$ cat config.mk
export PLATFORM = sky130hd
export DESIGN_NAME = cnn_job_sched
export DESIGN_NICKNAME = d
export VERILOG_FILES = /design/src/rtl/cnn_pkg.sv /design/src/rtl/cnn_rr_arbiter.sv /design/src/rtl/cnn_job_sched.sv
export SDC_FILE = /design/constraint.sdc
export NUM_CORES = 1
export LEC_CHECK = 0
export CAP_MARGIN = 20
export CORE_ASPECT_RATIO = 1.75
export CORE_UTILIZATION = 55
export CTS_CLUSTER_SIZE = 24
export DETAILED_ROUTE_END_ITERATION = 6
export GPL_TIMING_DRIVEN = 0
export HOLD_SLACK_MARGIN = 0.02
export PLACE_DENSITY = 0.81
export SLEW_MARGIN = 40
export SYNTH_ARGS = -nofsm -noshare
export SYNTH_HDL_FRONTEND = slang
export SYNTH_SLANG_ARGS = --single-unit
export TNS_END_PERCENT = 20
$ cat constraint.sdc
create_clock -name clk -period 6 [get_ports clk]
set_input_delay 1.2 -clock clk [delete_from_list [all_inputs] [get_ports clk]]
set_output_delay 1.2 -clock clk [all_outputs]
set_load 0.05 [all_outputs]
$ cat src/rtl/cnn_pkg.sv
// ---------------------------------------------------------------------------
// cnn_pkg
// Shared definitions for the CNN job scheduler:
//   - CNN mode_select encodings (MODE_MAC, MODE_RELU, MODE_MAX_POOL)
//   - scheduler FSM state encoding (legacy-compatible localparam constants)
//   - mem_size(): bytes per job (WINDOW*WINDOW pixels followed by as many
//     kernel weights)
// ---------------------------------------------------------------------------
package cnn_pkg;

  localparam logic [1:0] MODE_MAC      = 2'b00;
  localparam logic [1:0] MODE_RELU     = 2'b01;
  localparam logic [1:0] MODE_MAX_POOL = 2'b10;

  typedef logic [3:0] sched_state_t;

  localparam logic [3:0] ST_IDLE     = 4'd0;
  localparam logic [3:0] ST_COLLECT  = 4'd1;
  localparam logic [3:0] ST_LOAD_REQ = 4'd2;
  localparam logic [3:0] ST_BURST    = 4'd3;
  localparam logic [3:0] ST_GAP      = 4'd4;
  localparam logic [3:0] ST_START    = 4'd5;
  localparam logic [3:0] ST_WAIT_HI  = 4'd6;
  localparam logic [3:0] ST_WAIT_LO  = 4'd7;
  localparam logic [3:0] ST_RESPOND  = 4'd8;

  function automatic int mem_size(input int window);
    return 2 * window * window;
  endfunction

endpackage

$ cat src/rtl/cnn_rr_arbiter.sv
// ---------------------------------------------------------------------------
// cnn_rr_arbiter
// Round-robin arbiter. The search for the next grant starts at the index
// just after the most recently granted requester (index 0 after reset).
// Ports:
//   clk, reset_n : clock, asynchronous active-low reset
//   req          : request vector
//   advance      : accept the current grant and move the pointer past it
//   grant        : one-hot grant (combinational, all zero when no req)
// ---------------------------------------------------------------------------
module cnn_rr_arbiter #(
  parameter int NUM_REQ = 2
) (
  input  logic               clk,
  input  logic               reset_n,
  input  logic [NUM_REQ-1:0] req,
  input  logic               advance,
  output logic [NUM_REQ-1:0] grant
);

  localparam int IDX_W = (NUM_REQ > 1) ? $clog2(NUM_REQ) : 1;

  logic [IDX_W-1:0] ptr_q, ptr_d;
  logic             found;
  int               sum;
  logic [IDX_W-1:0] cand_idx;

  // Walk the requesters once, starting at the pointer and wrapping at
  // NUM_REQ; the first one found wins.
  always_comb begin
    grant    = '0;
    ptr_d    = ptr_q;
    found    = 1'b0;
    sum      = 0;
    cand_idx = '0;
    for (int i = 0; i < NUM_REQ; i++) begin
      sum = int'(ptr_q) + i;
      if (sum >= NUM_REQ) begin
        sum = sum - NUM_REQ;
      end
      cand_idx = IDX_W'(sum);
      if (!found && req[cand_idx]) begin
        found           = 1'b1;
        grant[cand_idx] = 1'b1;
        if (advance) begin
          ptr_d = (sum == NUM_REQ - 1) ? '0 : IDX_W'(sum + 1);
        end
      end
    end
  end

  always_ff @(posedge clk or negedge reset_n) begin
    if (!reset_n) begin
      ptr_q <= '0;
    end else begin
      ptr_q <= ptr_d;
    end
  end

endmodule

$ cat src/rtl/cnn_job_sched.sv
// ---------------------------------------------------------------------------
// cnn_job_sched
// Arbitrates CNN jobs among NUM_REQ requesters. A granted requester streams
// MEM_SIZE bytes (pixels then kernels) into a local buffer; the whole job is
// then burst into the CNN (which cannot stall), the CNN is started, and its
// result is returned to the requester with a one-cycle rsp_valid pulse.
//
// Optional feature: define CNN_SCHED_TIMEOUT_EN to add a watchdog in the
// busy-wait states; on expiry the job answers with rsp_error=1, result 0.
//
// Ports:
//   clk, reset_n                 : clock, asynchronous active-low reset
//   req / req_mode / req_data /
//   req_data_valid               : per-requester job request, mode, byte stream
//   req_data_ready               : byte accepted (granted requester only)
//   rsp_valid                    : one-cycle result strobe to the granted requester
//   rsp_result / rsp_overflow /
//   rsp_error                    : result, CNN overflow, watchdog timeout
//   cnn_load_enable / cnn_data_in /
//   cnn_start / cnn_mode         : CNN load and control
//   cnn_busy / cnn_result /
//   cnn_overflow                 : CNN status and result
// ---------------------------------------------------------------------------
module cnn_job_sched
  import cnn_pkg::*;
#(
  parameter int NUM_REQ   = 2,
  parameter int WINDOW    = 3,
  parameter int ACC_WIDTH = 32,
  parameter int TIMEOUT   = 64
) (
  input  logic                 clk,
  input  logic                 reset_n,
  input  logic [NUM_REQ-1:0]   req,
  input  logic [2*NUM_REQ-1:0] req_mode,
  input  logic [8*NUM_REQ-1:0] req_data,
  input  logic [NUM_REQ-1:0]   req_data_valid,
  output logic [NUM_REQ-1:0]   req_data_ready,
  output logic [NUM_REQ-1:0]   rsp_valid,
  output logic [ACC_WIDTH-1:0] rsp_result,
  output logic                 rsp_overflow,
  output logic                 rsp_error,
  output logic                 cnn_load_enable,
  output logic [7:0]           cnn_data_in,
  output logic                 cnn_start,
  output logic [1:0]           cnn_mode,
  input  logic                 cnn_busy,
  input  logic [ACC_WIDTH-1:0] cnn_result,
  input  logic                 cnn_overflow
);

  localparam int MEM_SIZE = mem_size(WINDOW);
  localparam int ADDR_W   = $clog2(MEM_SIZE);
  localparam int IDX_W    = (NUM_REQ > 1) ? $clog2(NUM_REQ) : 1;
  localparam logic [ADDR_W-1:0] LAST = ADDR_W'(MEM_SIZE - 1);

  // Per-requester views of the packed request buses.
  logic [7:0] req_byte     [NUM_REQ];
  logic [1:0] req_mode_arr [NUM_REQ];

  genvar gi;
  generate
    for (gi = 0; gi < NUM_REQ; gi++) begin : g_req_unpack
      assign req_byte[gi]     = req_data[gi*8 +: 8];
      assign req_mode_arr[gi] = req_mode[gi*2 +: 2];
    end
  endgenerate

  sched_state_t state_q, state_d;
  logic [ADDR_W-1:0]    count_q, count_d;
  logic [NUM_REQ-1:0]   grant_q, grant_d;
  logic [IDX_W-1:0]     grant_idx_q, grant_idx_d;
  logic [1:0]           mode_q, mode_d;
  logic [ACC_WIDTH-1:0] rsp_result_q, rsp_result_d;
  logic                 rsp_overflow_q, rsp_overflow_d;

`ifdef CNN_SCHED_TIMEOUT_EN
  localparam int WD_W = $clog2(TIMEOUT + 1);
  logic [WD_W-1:0] wd_q, wd_d;
  logic            rsp_error_q, rsp_error_d;
`endif

  // Arbiter
  logic [NUM_REQ-1:0] arb_grant;
  logic               arb_advance;
  logic [IDX_W-1:0]   arb_idx;

  cnn_rr_arbiter #(
    .NUM_REQ (NUM_REQ)
  ) u_arb (
    .clk     (clk),
    .reset_n (reset_n),
    .req     (req),
    .advance (arb_advance),
    .grant   (arb_grant)
  );

  always_comb begin
    arb_idx = '0;
    for (int i = 0; i < NUM_REQ; i++) begin
      if (arb_grant[i]) begin
        arb_idx = IDX_W'(i);
      end
    end
  end

  // Job buffer: plain array with a registered read port. The read address
  // runs one ahead of the burst index so buffer[k] is on the output during
  // the k-th BURST cycle (address 0 is presented in LOAD_REQ).
  logic [7:0]        buf_mem [MEM_SIZE];
  logic              buf_wr_en;
  logic [ADDR_W-1:0] buf_rd_addr;
  logic [7:0]        buf_rd_q;

  always_comb begin
    buf_rd_addr = '0;
    if (state_q == ST_BURST && count_q != LAST) begin
      buf_rd_addr = count_q + 1'b1;
    end
  end

  always_ff @(posedge clk) begin
    if (buf_wr_en) begin
      buf_mem[count_q] <= req_byte[grant_idx_q];
    end
    buf_rd_q <= buf_mem[buf_rd_addr];
  end

  // Scheduler FSM
  always_comb begin
    state_d        = state_q;
    count_d        = count_q;
    grant_d        = grant_q;
    grant_idx_d    = grant_idx_q;
    mode_d         = mode_q;
    rsp_result_d   = rsp_result_q;
    rsp_overflow_d = rsp_overflow_q;
    arb_advance    = 1'b0;
    buf_wr_en      = 1'b0;
`ifdef CNN_SCHED_TIMEOUT_EN
    wd_d           = wd_q;
    rsp_error_d    = rsp_error_q;
`endif

    case (state_q)
      ST_IDLE: begin
        if (|req) begin
          arb_advance = 1'b1;
          grant_d     = arb_grant;
          grant_idx_d = arb_idx;
          mode_d      = req_mode_arr[arb_idx];
          count_d     = '0;
          state_d     = ST_COLLECT;
        end
      end

      ST_COLLECT: begin
        if (|(req_data_valid & grant_q)) begin
          buf_wr_en = 1'b1;
          if (count_q == LAST) begin
            count_d = '0;
            state_d = ST_LOAD_REQ;
          end else begin
            count_d = count_q + 1'b1;
          end
        end
      end

      ST_LOAD_REQ: begin
        count_d = '0;
        state_d = ST_BURST;
      end

      ST_BURST: begin
        if (count_q == LAST) begin
          count_d = '0;
          state_d = ST_GAP;
        end else begin
          count_d = count_q + 1'b1;
        end
      end

      ST_GAP: begin
        state_d = ST_START;
      end

      ST_START: begin
`ifdef CNN_SCHED_TIMEOUT_EN
        wd_d = '0;
`endif
        state_d = ST_WAIT_HI;
      end

      ST_WAIT_HI: begin
        if (cnn_busy) begin
`ifdef CNN_SCHED_TIMEOUT_EN
          wd_d = '0;
`endif
          state_d = ST_WAIT_LO;
        end
`ifdef CNN_SCHED_TIMEOUT_EN
        else if (wd_q == WD_W'(TIMEOUT - 1)) begin
          rsp_result_d   = '0;
          rsp_overflow_d = 1'b0;
          rsp_error_d    = 1'b1;
          state_d        = ST_RESPOND;
        end else begin
          wd_d = wd_q + 1'b1;
        end
`endif
      end

      ST_WAIT_LO: begin
        if (!cnn_busy) begin
          rsp_result_d   = cnn_result;
          rsp_overflow_d = cnn_overflow;
`ifdef CNN_SCHED_TIMEOUT_EN
          rsp_error_d    = 1'b0;
`endif
          state_d        = ST_RESPOND;
        end
`ifdef CNN_SCHED_TIMEOUT_EN
        else if (wd_q == WD_W'(TIMEOUT - 1)) begin
          rsp_result_d   = '0;
          rsp_overflow_d = 1'b0;
          rsp_error_d    = 1'b1;
          state_d        = ST_RESPOND;
        end else begin
          wd_d = wd_q + 1'b1;
        end
`endif
      end

      ST_RESPOND: begin
        state_d = ST_IDLE;
      end

      default: begin
        state_d = ST_IDLE;
      end
    endcase
  end

  always_ff @(posedge clk or negedge reset_n) begin
    if (!reset_n) begin
      state_q        <= ST_IDLE;
      count_q        <= '0;
      grant_q        <= '0;
      grant_idx_q    <= '0;
      mode_q         <= '0;
      rsp_result_q   <= '0;
      rsp_overflow_q <= 1'b0;
    end else begin
      state_q        <= state_d;
      count_q        <= count_d;
      grant_q        <= grant_d;
      grant_idx_q    <= grant_idx_d;
      mode_q         <= mode_d;
      rsp_result_q   <= rsp_result_d;
      rsp_overflow_q <= rsp_overflow_d;
    end
  end

`ifdef CNN_SCHED_TIMEOUT_EN
  always_ff @(posedge clk or negedge reset_n) begin
    if (!reset_n) begin
      wd_q        <= '0;
      rsp_error_q <= 1'b0;
    end else begin
      wd_q        <= wd_d;
      rsp_error_q <= rsp_error_d;
    end
  end
  assign rsp_error = rsp_error_q;
`else
  assign rsp_error = 1'b0;
`endif

  // Strobes are decoded from the state so that reset forces them low
  // without waiting for a clock edge.
  assign req_data_ready  = (state_q == ST_COLLECT) ? grant_q : '0;
  assign rsp_valid       = (state_q == ST_RESPOND) ? grant_q : '0;
  assign cnn_load_enable = (state_q == ST_LOAD_REQ);
  assign cnn_start       = (state_q == ST_START);
  assign cnn_data_in     = (state_q == ST_BURST) ? buf_rd_q : 8'd0;
  assign cnn_mode        = mode_q;
  assign rsp_result      = rsp_result_q;
  assign rsp_overflow    = rsp_overflow_q;

endmodule

## Yosys cells after proc, flatten, opt, wreduce, memory -nomap -nowiden

Memories as Yosys holds them, arrays and structs flattened. A register that Yosys moved wholly into a read port is not among the register bits.
Index checks and enable logic that the tools add are counted.

- Flip-flop bits (word level): 48
- Latch bits: 0
- Bits in writable memories: 144
- Bits in read-only memories: 0
- Input bits: 60
- Output and inout port bits: 50
- Word-level logic and storage cells: 106
- Memories kept: 1

Memories:

| name | words | bits a word | read ports | clocked after Yosys merged registers in | write ports | line | RTL |
|---|---|---|---|---|---|---|---|
| buf_mem | 18 | 8 | 1 | 1 | 1 | cnn_job_sched.sv:110 | `logic [7:0] buf_mem [MEM_SIZE];` |

- $add $sub $neg: 6
- Multiply operators: 0
- Divide/modulo/power cells: 0
- Order comparisons: 8
- Equal/unequal tests: 18
- Shifts and indexed selects: 0
- Muxes and demuxes: 47
- Bitwise gates (word level): 5
- Reductions and logical operators: 13

Operators by type and width:

| kind | number |
|---|---|
| $eq 32x2->1 const B | 2 |
| $mux 32 | 2 |
| $ge 32x3->1 const B | 1 |
| $mux 8 | 4 |
| $pmux 4 s8 | 1 |
| $sub 32x3->32 const B | 1 |
| $mux 4 | 6 |
| $mux 1 | 20 |
| $mux 5 | 4 |
| $pmux 5 s4 | 1 |
| $eq 4x3->1 const B | 4 |
| $mux 2 | 7 |
| $ne 2x2->1 const B | 5 |
| $eq 4x2->1 const B | 2 |
| $reduce_and 6->1 | 1 |
| $add 5x1->5 const B | 1 |
| $eq 5x5->1 const B | 1 |
| $ne 5x5->1 const B | 1 |
| $eq 4x1->1 const B | 1 |
| $eq 4x4->1 const B | 1 |
| $ge 2x2->1 const B | 2 |
| $logic_and 1x1->1 | 4 |
| $logic_not 4->1 | 1 |
| $lt 1x2->1 const B | 2 |
| other kinds (16) | 22 |

## Depth between registers and ports, before layout

Gate-level depths: netlist of run 1.

- Depth in word-level cells: 14
- Mapped depth: 11
- Mapped depth without buffers: 8

## Cells and area by module

Synthesis of run 1 repeated with hierarchy kept, for this count alone.

- Cells, all modules: 545
- Area total of the unflattened synthesis: 8471.9 um^2

By module, submodules not included:

| module | times used | cells each | area an instance (um^2) | seq. area each (um^2) |
|---|---|---|---|---|
| cnn_job_sched | 1 | 532 | 8343.0 | 5635.4 |
| cnn_rr_arbiter | 1 | 13 | 128.9 | 25.0 |

## Least setup slack after synthesis of run 1

No wires, ideal clock.

- Kind: flip-flop to output port
- Start: register state_q[1]
- End: output port req_data_ready[0]
- Data arrival time: 2.434 ns
- Required time: 4.800 ns
- Slack: 2.366 ns
- Stages on the path, launching flop included: 4
- Path buffers: 1
- Cell sequence: dfrtp_1 -> buf_2 -> nand2b_1 -> nor4b_1

- Word-level cells in the longest chain between the ends: 2

Ends and longest elaborated chain:

| element | line | RTL |
|---|---|---|
| start: declaration | cnn_job_sched.sv:69 | `sched_state_t state_q, state_d;` |
| start signal: assignment | cnn_job_sched.sv:254 | `state_q <= state_d;` |
| $eq 4x1->1 | cnn_job_sched.sv:281 | `assign req_data_ready = (state_q == ST_COLLECT) ? grant_q : '0;` |
| $mux 2 | cnn_job_sched.sv:281 |  |
| end: declaration | cnn_job_sched.sv:38 | `output logic [NUM_REQ-1:0] req_data_ready,` |

No other way between the ends.

## Worst setup path after layout of run 1

- Start: register state_q[3]
- End: output port cnn_data_in[0]

- Word-level cells in the longest chain between the ends: 2

Ends and longest elaborated chain:

| element | line | RTL |
|---|---|---|
| $eq 4x2->1 | cnn_job_sched.sv:285 | `assign cnn_data_in = (state_q == ST_BURST) ? buf_rd_q : 8'd0;` |
| $mux 8 | cnn_job_sched.sv:285 |  |
| end: declaration | cnn_job_sched.sv:44 | `output logic [7:0] cnn_data_in,` |

No other way between the ends.

==> summary.md, run 1 <==
| Metric | Value |
|---|---|
| Largest cells by area after synthesis | `edfxtp_1, dfrtp_1, mux2_2` |
| Post-CTS sizing | `0` |
| Mapped Cells | `564` |
| Hold-fix buffers, CTS | `0` |
| Clock transition at path regs | `around 70 ps` |
| CP required | `~4800 ps` |
| Reg2Reg Setup Slack | `2470 ps` |
| Commonest cells post-synth | `edfxtp_1, mux2_2, dfrtp_1, a21oi_1, nor2_1` |
| DPL Wire Length | `15000 um` |
| Starting density of the core | `56.5%` |
| Failing checks | `DRC` |
| DRC errors left | `4` |
| Worst Hold Endpoint | `rsp_result[24]` |
| CP delay by family, top | `buffers and inverters` |
| DIE HEIGHT | `approximately 170 um` |
| Critical-path maximum fanout | `10` |
| Via count | `5555` |
| Most used DFF post-synth | `edfxtp_1` |
| EDFF count, synth | `between 100 and 150` |
| Register area share after synthesis | `67.1%` |
| Hold slack | `approximately 510 ps` |
| Diode count | `0` |
| Inserted Clock Buffers | `17` |
| Post-CTS Setup Inserts | `0` |
| Transition time at the pin with the least slew margin | `~800 ps` |
| HP Class | `flop to flop` |
| Die Wd | `roughly 96 um` |
| Crit path DAT | `roughly 2900 ps` |
| CP max stage delay | `820 ps` |
| Reg2Reg Launch Point | `count_q[0]` |
| CP bufs+invs | `3` |
| Final hold vios | `0` |
| Rel. slew slack | `46.3%` |
| Die area | `15800 um^2` |
| Area Overhead vs Synth | `23.2%` |
| Synth area leader | `edfxtp_1` |
| I/O Pins | `110` |
| Synthesized Nets | `629` |
| Setup CP Type | `flop to primary output` |
| Achievable Freq | `245 MHz` |
| Syn_area_per_cell | `15.0 um^2` |
| Hold path cells | `1` |
| Clk_skew | `16.1 ps` |
| Setup violators final | `0` |
| Routed wire length | `21100 um` |
| Global Route Usage Sum | `between 20 and 30%` |
| Gpl congestion | `between 0.9 and 1` |
| Layout net count | `approximately 760` |
| Root buffer cell | `clkbuf_16` |
| # port buffers | `108` |
| Synth async-reset ratio | `23.6%` |
| Count leader, synth | `edfxtp_1` |
| Core area | `14900 um^2` |
| Vias per inst | `6.26` |
| Critical R2R Capture | `buf_rd_q[0]` |
| Total congestion overflow | `0` |
| Synth top area share | `between 50% and 60%` |
| First-pass GRT wire length | `between 30000 and 40000 um` |
| Synth Cell Area | `8430 um^2` |
| CTS HTree Levels | `4` |
| Worst setup EP type | `primary output` |
| Crit path launch | `state_q[3]` |
| Clk buf depth | `2` |
| RSZ-0062 raised after global routing | `no` |
| Max stage delay cell, worst path | `clkdlybuf4s50_1` |
| CTS tree | `built` |
| Largest net degree at the start of global routing | `38` |
| Row count | `59` |
| Maxcap violations | `0` |
| 1st-iter DRT viols | `435` |
| Crit-path cells | `and4bb_1 > buf_2 > clkbuf_1 > and2_1 > clkdlybuf4s50_1` |
| PD cells | `roughly 500 nW/um^2` |
| Setup TNS | `0 ps` |
| Period utilization | `between 60% and 70%` |
| Initial antenna violation count | `0` |
| Drt wl/cell | `23.8 um` |
| P_leak | `3.69 nW` |
| Share of layout cells above drive strength 1 | `between 20% and 30%` |
| Run status | `complete, but fails checks` |
| Vias in the first global route | `between 6000 and 7000` |
| Clock Sinks | `around 200` |
| Max VDD drop | `between 0.2 and 0.3 mV` |
| HP Start | `rsp_result[24]` |
| First-pass DRT Iterations | `7` |
| Min cycle time layout | `roughly 4100 ps` |
| Cell count of the worst reg-to-reg path | `11` |
| CP Launch Type | `flop` |
| Skew-Pair Late Insertion Delay | `roughly 440 ps` |
| Unique masters post-synth | `59` |
| Syn. warnings | `0` |
| Antenna viol nets, final | `0` |
| Slew Limit Fails | `0` |
| Synth Register Bits | `199` |
[worst max path at each step]
stage	end	slack, ps	depth (start not counted)
4_1_cts	cnn_data_in[0]	1930	5
5_1_grt	cnn_data_in[0]	1810	5
6_report	cnn_data_in[0]	1920	5
3_5_place_dp	cnn_data_in[0]	2390	5
3_3_place_gp	cnn_data_in[3]	2430	5
2_1_floorplan	req_data_ready[0]	2370	3
[per-stage QoR]
stage / setup WS, ps / cells / power [W] / util [%] / area [um^2]
after CTS: 1930 / 888 / 0.00507 / 69.5 / 10400
after global placement: 2430 / 855 / 0.00388 / 65.3 / 9740
final: 1920 / 888 / 0.00509 / 69.7 / 10400
after detailed placement: 2390 / 856 / 0.00394 / 65.5 / 9760
after global routing: 1810 / 888 / 0.00529 / 69.7 / 10400
after floorplan: 2370 / 564 / 0.00323 / - / 8430
[cell families (layout without fill, tap and decap cells)]
| family | after synthesis | in the layout | share of synthesized area (%) |
|---|---|---|---|
| multiplexers | 82 | 82 | 12.5 |
| adder cells (fa/ha/maj) | 5 | 5 | 0.742 |
| AO/OA/AOI/OAI | 105 | 105 | 8.27 |
| buffers and inverters | 40 | 181 | 2.37 |
| AND/OR/NAND/NOR | 128 | 128 | 8.34 |
| XOR/XNOR | 4 | 4 | 0.594 |
| flip-flops | 199 | 199 | 67.1 |
| other | 1 | 1 | 0.0445 |
[where the power goes]
part	internal [W]	switching, W
Combinational	0.000760	0.00141
Clock	0.000563	0.000573
Sequential	0.00170	0.0000829
[sequential cells by signal (all words and copies together) (netlist names)]
signal / cells
buf_rd_q: 8
buf_mem: 144
grant_q: 2
count_q: 5
u_arb.ptr_q: 1
rsp_result: 32
rsp_overflow: 1
state_q: 4
cnn_mode: 2
[layout make-up]
| type | instances | area, um^2 |
|---|---|---|
| flip-flops and latches | 199 | 5660 |
| fillers | 1005 | 4530 |
| multi-input cells | 325 | 2590 |
| repair buffers | 109 | 1100 |
| clock buffers | 17 | 425 |
| well taps | 183 | 229 |
| clock inverters | 15 | 181 |
| plain buffers | 34 | 178 |
| inverters | 6 | 22.5 |
[cells in the final DEF, fill, tap and decap left out, types with 8 or more instances in the layout]
cell type          n
edfxtp_1         144
clkdlybuf4s50_1  107
nor2_2             9
clkbuf_16         17
buf_2             21
mux2i_1           12
mux2_2            56
o21ai_0           10
nand2_1           27
and2_1            15
dfxtp_1            8
o211ai_1          16
dfrtp_1           47
nand4_1           10
mux4_2            13
a21oi_1           42
nor2_1            27
[routing by layer]
layer	global-route usage, %	share of wire [%]
met1	30.9	33
met2	50.1	54
met3	6.78	7.7
met4	17.5	5.1
met5	0	0
(Power assumes the default switching activity.)
==> run 2: changes to the inputs <==
--- a/config.mk
+++ b/config.mk
@@ -7,12 +7,12 @@
 export LEC_CHECK = 0
 export CAP_MARGIN = 20
 export CORE_ASPECT_RATIO = 1.75
-export CORE_UTILIZATION = 55
+export CORE_UTILIZATION = 50
 export CTS_CLUSTER_SIZE = 24
 export DETAILED_ROUTE_END_ITERATION = 6
 export GPL_TIMING_DRIVEN = 0
 export HOLD_SLACK_MARGIN = 0.02
-export PLACE_DENSITY = 0.81
+export PLACE_DENSITY = 0.77
 export SLEW_MARGIN = 40
 export SYNTH_ARGS = -nofsm -noshare
 export SYNTH_HDL_FRONTEND = slang
==> constraint.sdc (replaced) <==
create_clock -name clk -period 3.55 [get_ports clk]
set_input_delay 0.71 -clock clk [delete_from_list [all_inputs] [get_ports clk]]
set_output_delay 0.71 -clock clk [all_outputs]
set_load 0.05 [all_outputs]
==> run 2 against run 1 <==
The flow now finishes without violations; non-clock buffer count is 1 lower; first-iteration DRC count is 12% higher; cell area is 0.64% higher; clock skew is 3.2 ps lower; power is 72% higher; clock power is 80% higher.
==> summary.md, run 2 (synthesized netlist as in run 1, its figures left out) <==
| Metric | Value |
|---|---|
| Run status | `finished clean (was complete, but fails checks)` |
| DRC errors left | `0 (was 4)` |
| Gpl congestion | `0.981 (was 0.944)` |
| CP required | `3840 ps (was 4800 ps)` |
| Min cycle time layout | `around 3500 ps` |
| Max reg flops | `144 (unchanged)` |
| Max VDD drop | `0.545 mV (was 0.279 mV)` |
| Fin area | `10500 um^2 (was 10400 um^2)` |
| First-pass DRT Iterations | `6 (was 7)` |
| DIE HEIGHT | `174 um (was 166 um)` |
| Commonest cells after routing, fill and taps aside | `edfxtp_1, clkdlybuf4s50_1, mux2_2 (unchanged)` |
| Drt wl/cell | `22.6 um (was 23.8 um)` |
| CTS tree | `built (unchanged)` |
| Setup CP Type | `flop to flop (was flop to primary output)` |
| Switch share | `39.3% (was 40.6%)` |
| DPL Wire Length | `15100 um (was 15000 um)` |
| Cell Area, Placed | `9810 um^2 (was 9760 um^2)` |
| Multi-input logic area | `2580 um^2 (was 2590 um^2)` |
| Fillers | `1242 (was 1005)` |
| Hold-fix buffers, CTS | `0 (unchanged)` |
| 1st-iter DRT viols | `486 (was 435)` |
| Vias per inst | `5.97 (was 6.26)` |
| Post-place setup slack | `169 ps (was 2390 ps)` |
| Total congestion overflow | `0 (unchanged)` |
| Clock Sinks | `199 (unchanged)` |
| Root buffer cell | `clkbuf_16 (unchanged)` |
| # port buffers | `108 (unchanged)` |
| Initial antenna violation count | `0 (unchanged)` |
| Period utilization | `99.2%` |
| Register Area | `5660 um^2 (unchanged)` |
| CTS HTree Levels | `4 (unchanged)` |
| Maxcap violations | `0 (unchanged)` |
| Core area | `16400 um^2 (was 14900 um^2)` |
| Area Overhead vs Synth | `24.0% (was 23.2%)` |
| I/O Pins | `110 (unchanged)` |
| Share of layout cells above drive strength 1 | `20.5% (was 21.4%)` |
| Worst setup EP type | `flop (was primary output)` |
| Rel. slew slack | `43.3% (was 46.3%)` |
| Layout net count | `756 (was 757)` |
| Power Total | `0.00876 W (was 0.00509 W)` |
| Global Route Usage Sum | `25.8% (was 28.9%)` |
| Diode count | `0 (unchanged)` |
| Inserted Clock Buffers | `17 (unchanged)` |
| First-pass GRT wire length | `32500 um (was 32800 um)` |
| Cell-internal power | `0.00531 W (was 0.00303 W)` |
| CP Launch Type | `flop (unchanged)` |
| Transition time at the pin with the least slew margin | `847 ps (was 803 ps)` |
| Slew Limit Fails | `0 (unchanged)` |
| Clock network power share | `23.4% (was 22.3%)` |
| Row count | `62 (was 59)` |
| Via count | `5543 (was 5555)` |
| Clk_skew | `12.9 ps (was 16.1 ps)` |
| Vias in the first global route | `5853 (was 6029)` |
| Die area | `17400 um^2 (was 15800 um^2)` |
| Critical-path maximum fanout | `11 (was 10)` |
| Setup TNS | `0 ps (unchanged)` |
| Sequential power share | `34.3% (was 35.1%)` |
| Final hold vios | `0 (unchanged)` |
| Clock transition at path regs | `70 ps (about the same)` |
| Crit path DAT | `3810 ps (was 2880 ps)` |
| Clk buf depth | `2 (unchanged)` |
| Achievable Freq | `284 MHz` |
| Starting density of the core | `51.3% (was 56.5%)` |
| Commonest non-fill, non-tap cell in the layout | `edfxtp_1 (unchanged)` |
| Skew-Pair Late Insertion Delay | `440 ps (about the same)` |
| Largest net degree at the start of global routing | `33 (was 38)` |
| Sw Pwr | `0.00345 W (was 0.00207 W)` |
| Antenna viol nets, final | `0 (unchanged)` |
| P_leak | `3.71 nW (was 3.69 nW)` |
| Setup violators final | `0 (unchanged)` |
| RSZ-0062 raised after global routing | `yes (was no)` |
| HP Class | `input pin to async pin (was flop to flop)` |
| Routed wire length | `20900 um (was 21100 um)` |
| Die Wd | `100 um (was 95.6 um)` |
| Combinational share of power | `42.2% (was 42.6%)` |
| Top reg by flops | `buf_mem (unchanged)` |
| PnR worst setup slack | `27.4 ps (was 1920 ps)` |
| PD cells | `838 nW/um^2 (was 491 nW/um^2)` |
[run 2: changes by cell type in the layout (fill, tap and decap cells not counted)]
cell / previous run / this run
clkinv_8: 6 / 2
o221ai_1: 7 / 6
inv_6: 1 / 3
clkinv_4: 3 / 2
clkinvlp_4: 2 / 1
bufinv_16: 0 / 3
nor2_2: 9 / 2
o221ai_2: 0 / 1
nor2_1: 27 / 34
[run 2: repair_timing]
item                       4_1_cts  5_1_grt
setup buffers                    0        0
setup endpoints to repair        8        2
gates resized for setup          0        1
[run 2: power groups by stage]
stage          Sequential, W  Clock, W  Combinational (W)
2_1_floorplan        0.00332         0            0.00214
3_3_place_gp         0.00304         0            0.00352
3_5_place_dp         0.00306         0            0.00362
4_1_cts              0.00301   0.00205            0.00364
5_1_grt              0.00304   0.00213            0.00390
6_report             0.00301   0.00205            0.00370
[run 2: cell type report]
type,count,share of cell area (%)
well taps,224,2.68
inverters,6,0.215
multi-input cells,325,24.7
flip-flops and latches,199,54.2
clock inverters,14,1.99
repair buffers,109,10.5
plain buffers,33,1.66
clock buffers,18,4.11
[run 2: routing by layer]
layer  track usage (%)  up-vias  wire (um)
met5                 0        -          0
met4              16.4        0       1320
met3              6.45       76       1500
met2              45.7      336      11300
met1              26.6     2711       6830
li1                  -     2420          -
[run 2: worst max-delay path, stage by stage, from the launching register on]
cell and delay, ps:
dfrtp_1 390, buf_4 170, buf_2 250, inv_1 110, buf_2 220, ha_1 320
buf_2 240, buf_2 320, clkbuf_1 500, a21oi_1 110, o221ai_1 580, o211ai_1 160
[run 2: stage by stage]
step,instances,hold WS (ps),utilization (%)
after global routing,928,139,63.6
after floorplan,564,414,-
final,928,133,63.6
after detailed placement,897,479,59.7
after CTS,928,122,63.5
after global placement,896,474,59.5
[run 2: path summary, 6_finish.rpt]
kind / slack (ps) / from / cells past startpoint / to
setup / recovery: 30 / count_q[0] / 11 / buf_rd_q[5]
hold / removal: 130 / reset_n / 1 / rsp_result[30]
setup reg to reg: 30 / count_q[0] / 11 / buf_rd_q[5]
hold reg to reg: 500 / rsp_result[27] / 1 / rsp_result[27]
max in group asynchronous: 2980 / reset_n / 2 / rsp_result[3]
min in group clk: 500 / rsp_result[27] / 1 / rsp_result[27]
==> run 3: changes to the inputs <==
--- a/config.mk
+++ b/config.mk
@@ -7,12 +7,12 @@
 export LEC_CHECK = 0
 export CAP_MARGIN = 20
 export CORE_ASPECT_RATIO = 1.75
-export CORE_UTILIZATION = 50
+export CORE_UTILIZATION = 55
 export CTS_CLUSTER_SIZE = 24
 export DETAILED_ROUTE_END_ITERATION = 6
 export GPL_TIMING_DRIVEN = 0
 export HOLD_SLACK_MARGIN = 0.02
-export PLACE_DENSITY = 0.77
+export PLACE_DENSITY = 0.81
 export SLEW_MARGIN = 40
 export SYNTH_ARGS = -nofsm -noshare
 export SYNTH_HDL_FRONTEND = slang
==> constraint.sdc (replaced) <==
create_clock -name clk -period 3.3 [get_ports clk]
set_input_delay 0.66 -clock clk [delete_from_list [all_inputs] [get_ports clk]]
set_output_delay 0.66 -clock clk [all_outputs]
set_load 0.05 [all_outputs]
==> run 3 against run 2 <==
Clock power about the same; power increased by 6.2%; register-to-register slack improved by 110 ps.
==> summary.md, run 3 (synthesized netlist as in run 1, its figures left out) <==
| Metric | Value |
|---|---|
| Run status | `finished clean (unchanged)` |
| Max VDD drop | `0.516 mV (was 0.545 mV)` |
| Skew-Pair Late Insertion Delay | `440 ps (about the same)` |
| CTS tree | `built (unchanged)` |
| 1st-iter DRT viols | `483 (was 486)` |
| Cell count along the critical path | `4 (was 11)` |
| Clk buf depth | `2 (unchanged)` |
| Starting density of the core | `56.5% (was 51.3%)` |
| Clk_skew | `12.2 ps (was 12.9 ps)` |
| Diode count | `0 (unchanged)` |
| Via count | `5555 (was 5543)` |
| CP max stage delay | `800 ps (was 580 ps)` |
| Commonest non-fill, non-tap cell in the layout | `edfxtp_1 (unchanged)` |
| Global Route Usage Sum | `28.8% (was 25.8%)` |
| P_leak | `3.78 nW (was 3.71 nW)` |
| Largest net degree at the start of global routing | `38 (was 33)` |
| Initial antenna violation count | `0 (unchanged)` |
| Achievable Freq | `~310 MHz` |
| Share of layout cells above drive strength 1 | `22.2% (was 20.5%)` |
| CP required | `2640 ps (was 3840 ps)` |
| Antenna viol nets, final | `0 (unchanged)` |
| Cell Area, Placed | `9760 um^2 (was 9810 um^2)` |
| Setup violators final | `0 (unchanged)` |
| Clock Sinks | `199 (unchanged)` |
| CP bufs+invs | `2 (was 7)` |
| Maxcap violations | `0 (unchanged)` |
| Die Wd | `95.6 um (was 100 um)` |
| Gpl congestion | `0.944 (was 0.981)` |
| Critical-path maximum fanout | `17 (was 11)` |
| DRC errors left | `0 (unchanged)` |
| PD cells | `892 nW/um^2 (was 838 nW/um^2)` |
| HP Class | `input pin to async pin (unchanged)` |
| Setup CP Type | `flop to primary output (was flop to flop)` |
| Top reg by flops | `buf_mem (unchanged)` |
| Vias in the first global route | `6028 (was 5853)` |
| Row count | `59 (was 62)` |
| Routed wire length | `21100 um (was 20900 um)` |
| # port buffers | `108 (unchanged)` |
| Core area | `14900 um^2 (was 16400 um^2)` |
| DIE HEIGHT | `166 um (was 174 um)` |
| CP Launch Type | `flop (unchanged)` |
| Crit path DAT | `2550 ps (was 3810 ps)` |
| Drt wl/cell | `23.8 um (was 22.6 um)` |
| Fillers | `1000 (was 1242)` |
| First-pass GRT wire length | `32800 um (was 32500 um)` |
| RSZ-0062 raised after global routing | `no (was yes)` |
| Commonest cells after routing, fill and taps aside | `edfxtp_1, clkdlybuf4s50_1, mux2_2 (unchanged)` |
| Setup TNS | `0 ps (unchanged)` |
| Transition time at the pin with the least slew margin | `820 ps (was 847 ps)` |
| Final core utilization | `69.9% (was 63.6%)` |
| Layout net count | `756 (unchanged)` |
| Crit path launch | `state_q[3] (was count_q[0])` |
| Reg2Reg Setup Slack | `140 ps (was 30 ps)` |
| CP delay by family, top | `buffers and inverters (unchanged)` |
| Cell count of the worst reg-to-reg path | `11 (unchanged)` |
| I/O Pins | `110 (unchanged)` |
| Crit-path cells | `and4bb_1 > buf_2 > and2_1 > clkdlybuf4s50_1 (was buf_4 > buf_2 > inv_1 > buf_2 > ha_1 > buf_2 > buf_2 > clkbuf_1 > a21oi_1 > o221ai_1 > o211ai_1)` |
| Critical R2R Capture | `buf_rd_q[3] (was buf_rd_q[5])` |
| Slew Limit Fails | `0 (unchanged)` |
| Clock transition at path regs | `80 ps (was 70 ps)` |
| Inserted Clock Buffers | `17 (unchanged)` |
| Vias per inst | `6.26 (was 5.97)` |
| Hold-fix buffers, CTS | `0 (unchanged)` |
| First-pass DRT Iterations | `6 (unchanged)` |
| DPL Wire Length | `15000 um (was 15100 um)` |
| Area Overhead vs Synth | `23.5% (was 24.0%)` |
| Worst Setup EP | `cnn_data_in[3] (was buf_rd_q[5])` |
| Worst setup EP type | `primary output (was flop)` |
| Fin area | `10400 um^2 (was 10500 um^2)` |
| Max stage delay cell, worst path | `clkdlybuf4s50_1 (was o221ai_1)` |
| Rel. slew slack | `45.1% (was 43.3%)` |
| Period utilization | `97.4%` |
| CTS HTree Levels | `4 (unchanged)` |
| Reg2Reg Launch Point | `count_q[0] (unchanged)` |
| Hold slack | `41.0 ps (was 133 ps)` |
| Root buffer cell | `clkbuf_16 (unchanged)` |
| Max reg flops | `144 (unchanged)` |
| Total congestion overflow | `0 (unchanged)` |
| Die area | `15800 um^2 (was 17400 um^2)` |
| Min cycle time layout | `3210 ps` |
| Final hold vios | `0 (unchanged)` |
[run 3: changes by cell type in the layout (fill, tap and decap cells not counted), sizes merged]
| cell | before | now |
|---|---|---|
| clkinvlp | 1 | 2 |
| bufinv | 3 | 0 |
| clkbuf | 24 | 23 |
| clkinv | 4 | 9 |
| dlygate4sd2 | 0 | 1 |
| dlymetal6s2s | 0 | 5 |
| clkdlybuf4s50 | 107 | 101 |
| inv | 12 | 10 |
[run 3: through the flow]
stage,cells,power (W),setup WS [ps]
2_1_floorplan,564,0.00587,206
3_3_place_gp,855,0.00706,-85.0
3_5_place_dp,856,0.00716,-125
4_1_cts,887,0.00921,0.681
5_1_grt,887,0.00964,4.10
6_report,887,0.00930,86.5
[run 3: how the worst min path moves through the flow]
stage / start / endpoint / slack [ps] / depth (start not counted)
floorplan: reset_n / cnn_mode[0] / 360 / 0
detailed placement: rsp_result[14] / rsp_result[14] / 490 / 1
global route: reset_n / rsp_result[0] / 40 / 1
global placement: rsp_result[27] / rsp_result[27] / 470 / 1
CTS: reset_n / rsp_result[2] / 40 / 1
finish: reset_n / rsp_result[25] / 40 / 1
[run 3: layout make-up]
| type | count | area, um^2 | area share [%] |
|---|---|---|---|
| Buffer | 33 | 179 | 1.72 |
| Tap cell | 183 | 229 | 2.20 |
| Clock inverter | 15 | 181 | 1.74 |
| Multi-Input combinational cell | 325 | 2610 | 25.1 |
| Sequential cell | 199 | 5660 | 54.3 |
| Inverter | 6 | 22.5 | 0.216 |
| Timing Repair Buffer | 109 | 1110 | 10.7 |
| Clock buffer | 17 | 425 | 4.08 |
[run 3: layer usage]
layer	vias up	part of all wire [%]	global-route usage (%)
met3	91	7.6	6.78
li1	2421	-	-
met1	2681	33	30.8
met4	0	6.4	18.4
met5	-	0	0
met2	362	53	49.6
[run 3: timing repair]
| action | in CTS | in global routing |
|---|---|---|
| resized for setup | 3 | 10 |
| buffers inserted | 0 | 0 |
| setup endpoints to repair | 14 | 10 |
[run 3: report_power, final]
group	leakage, nW	internal [W]	switching, W	total [W]
sequential	1.99	0.00310	0.000151	0.00325
combinational	1.51	0.00140	0.00258	0.00398
clock	0.286	0.00102	0.00104	0.00207
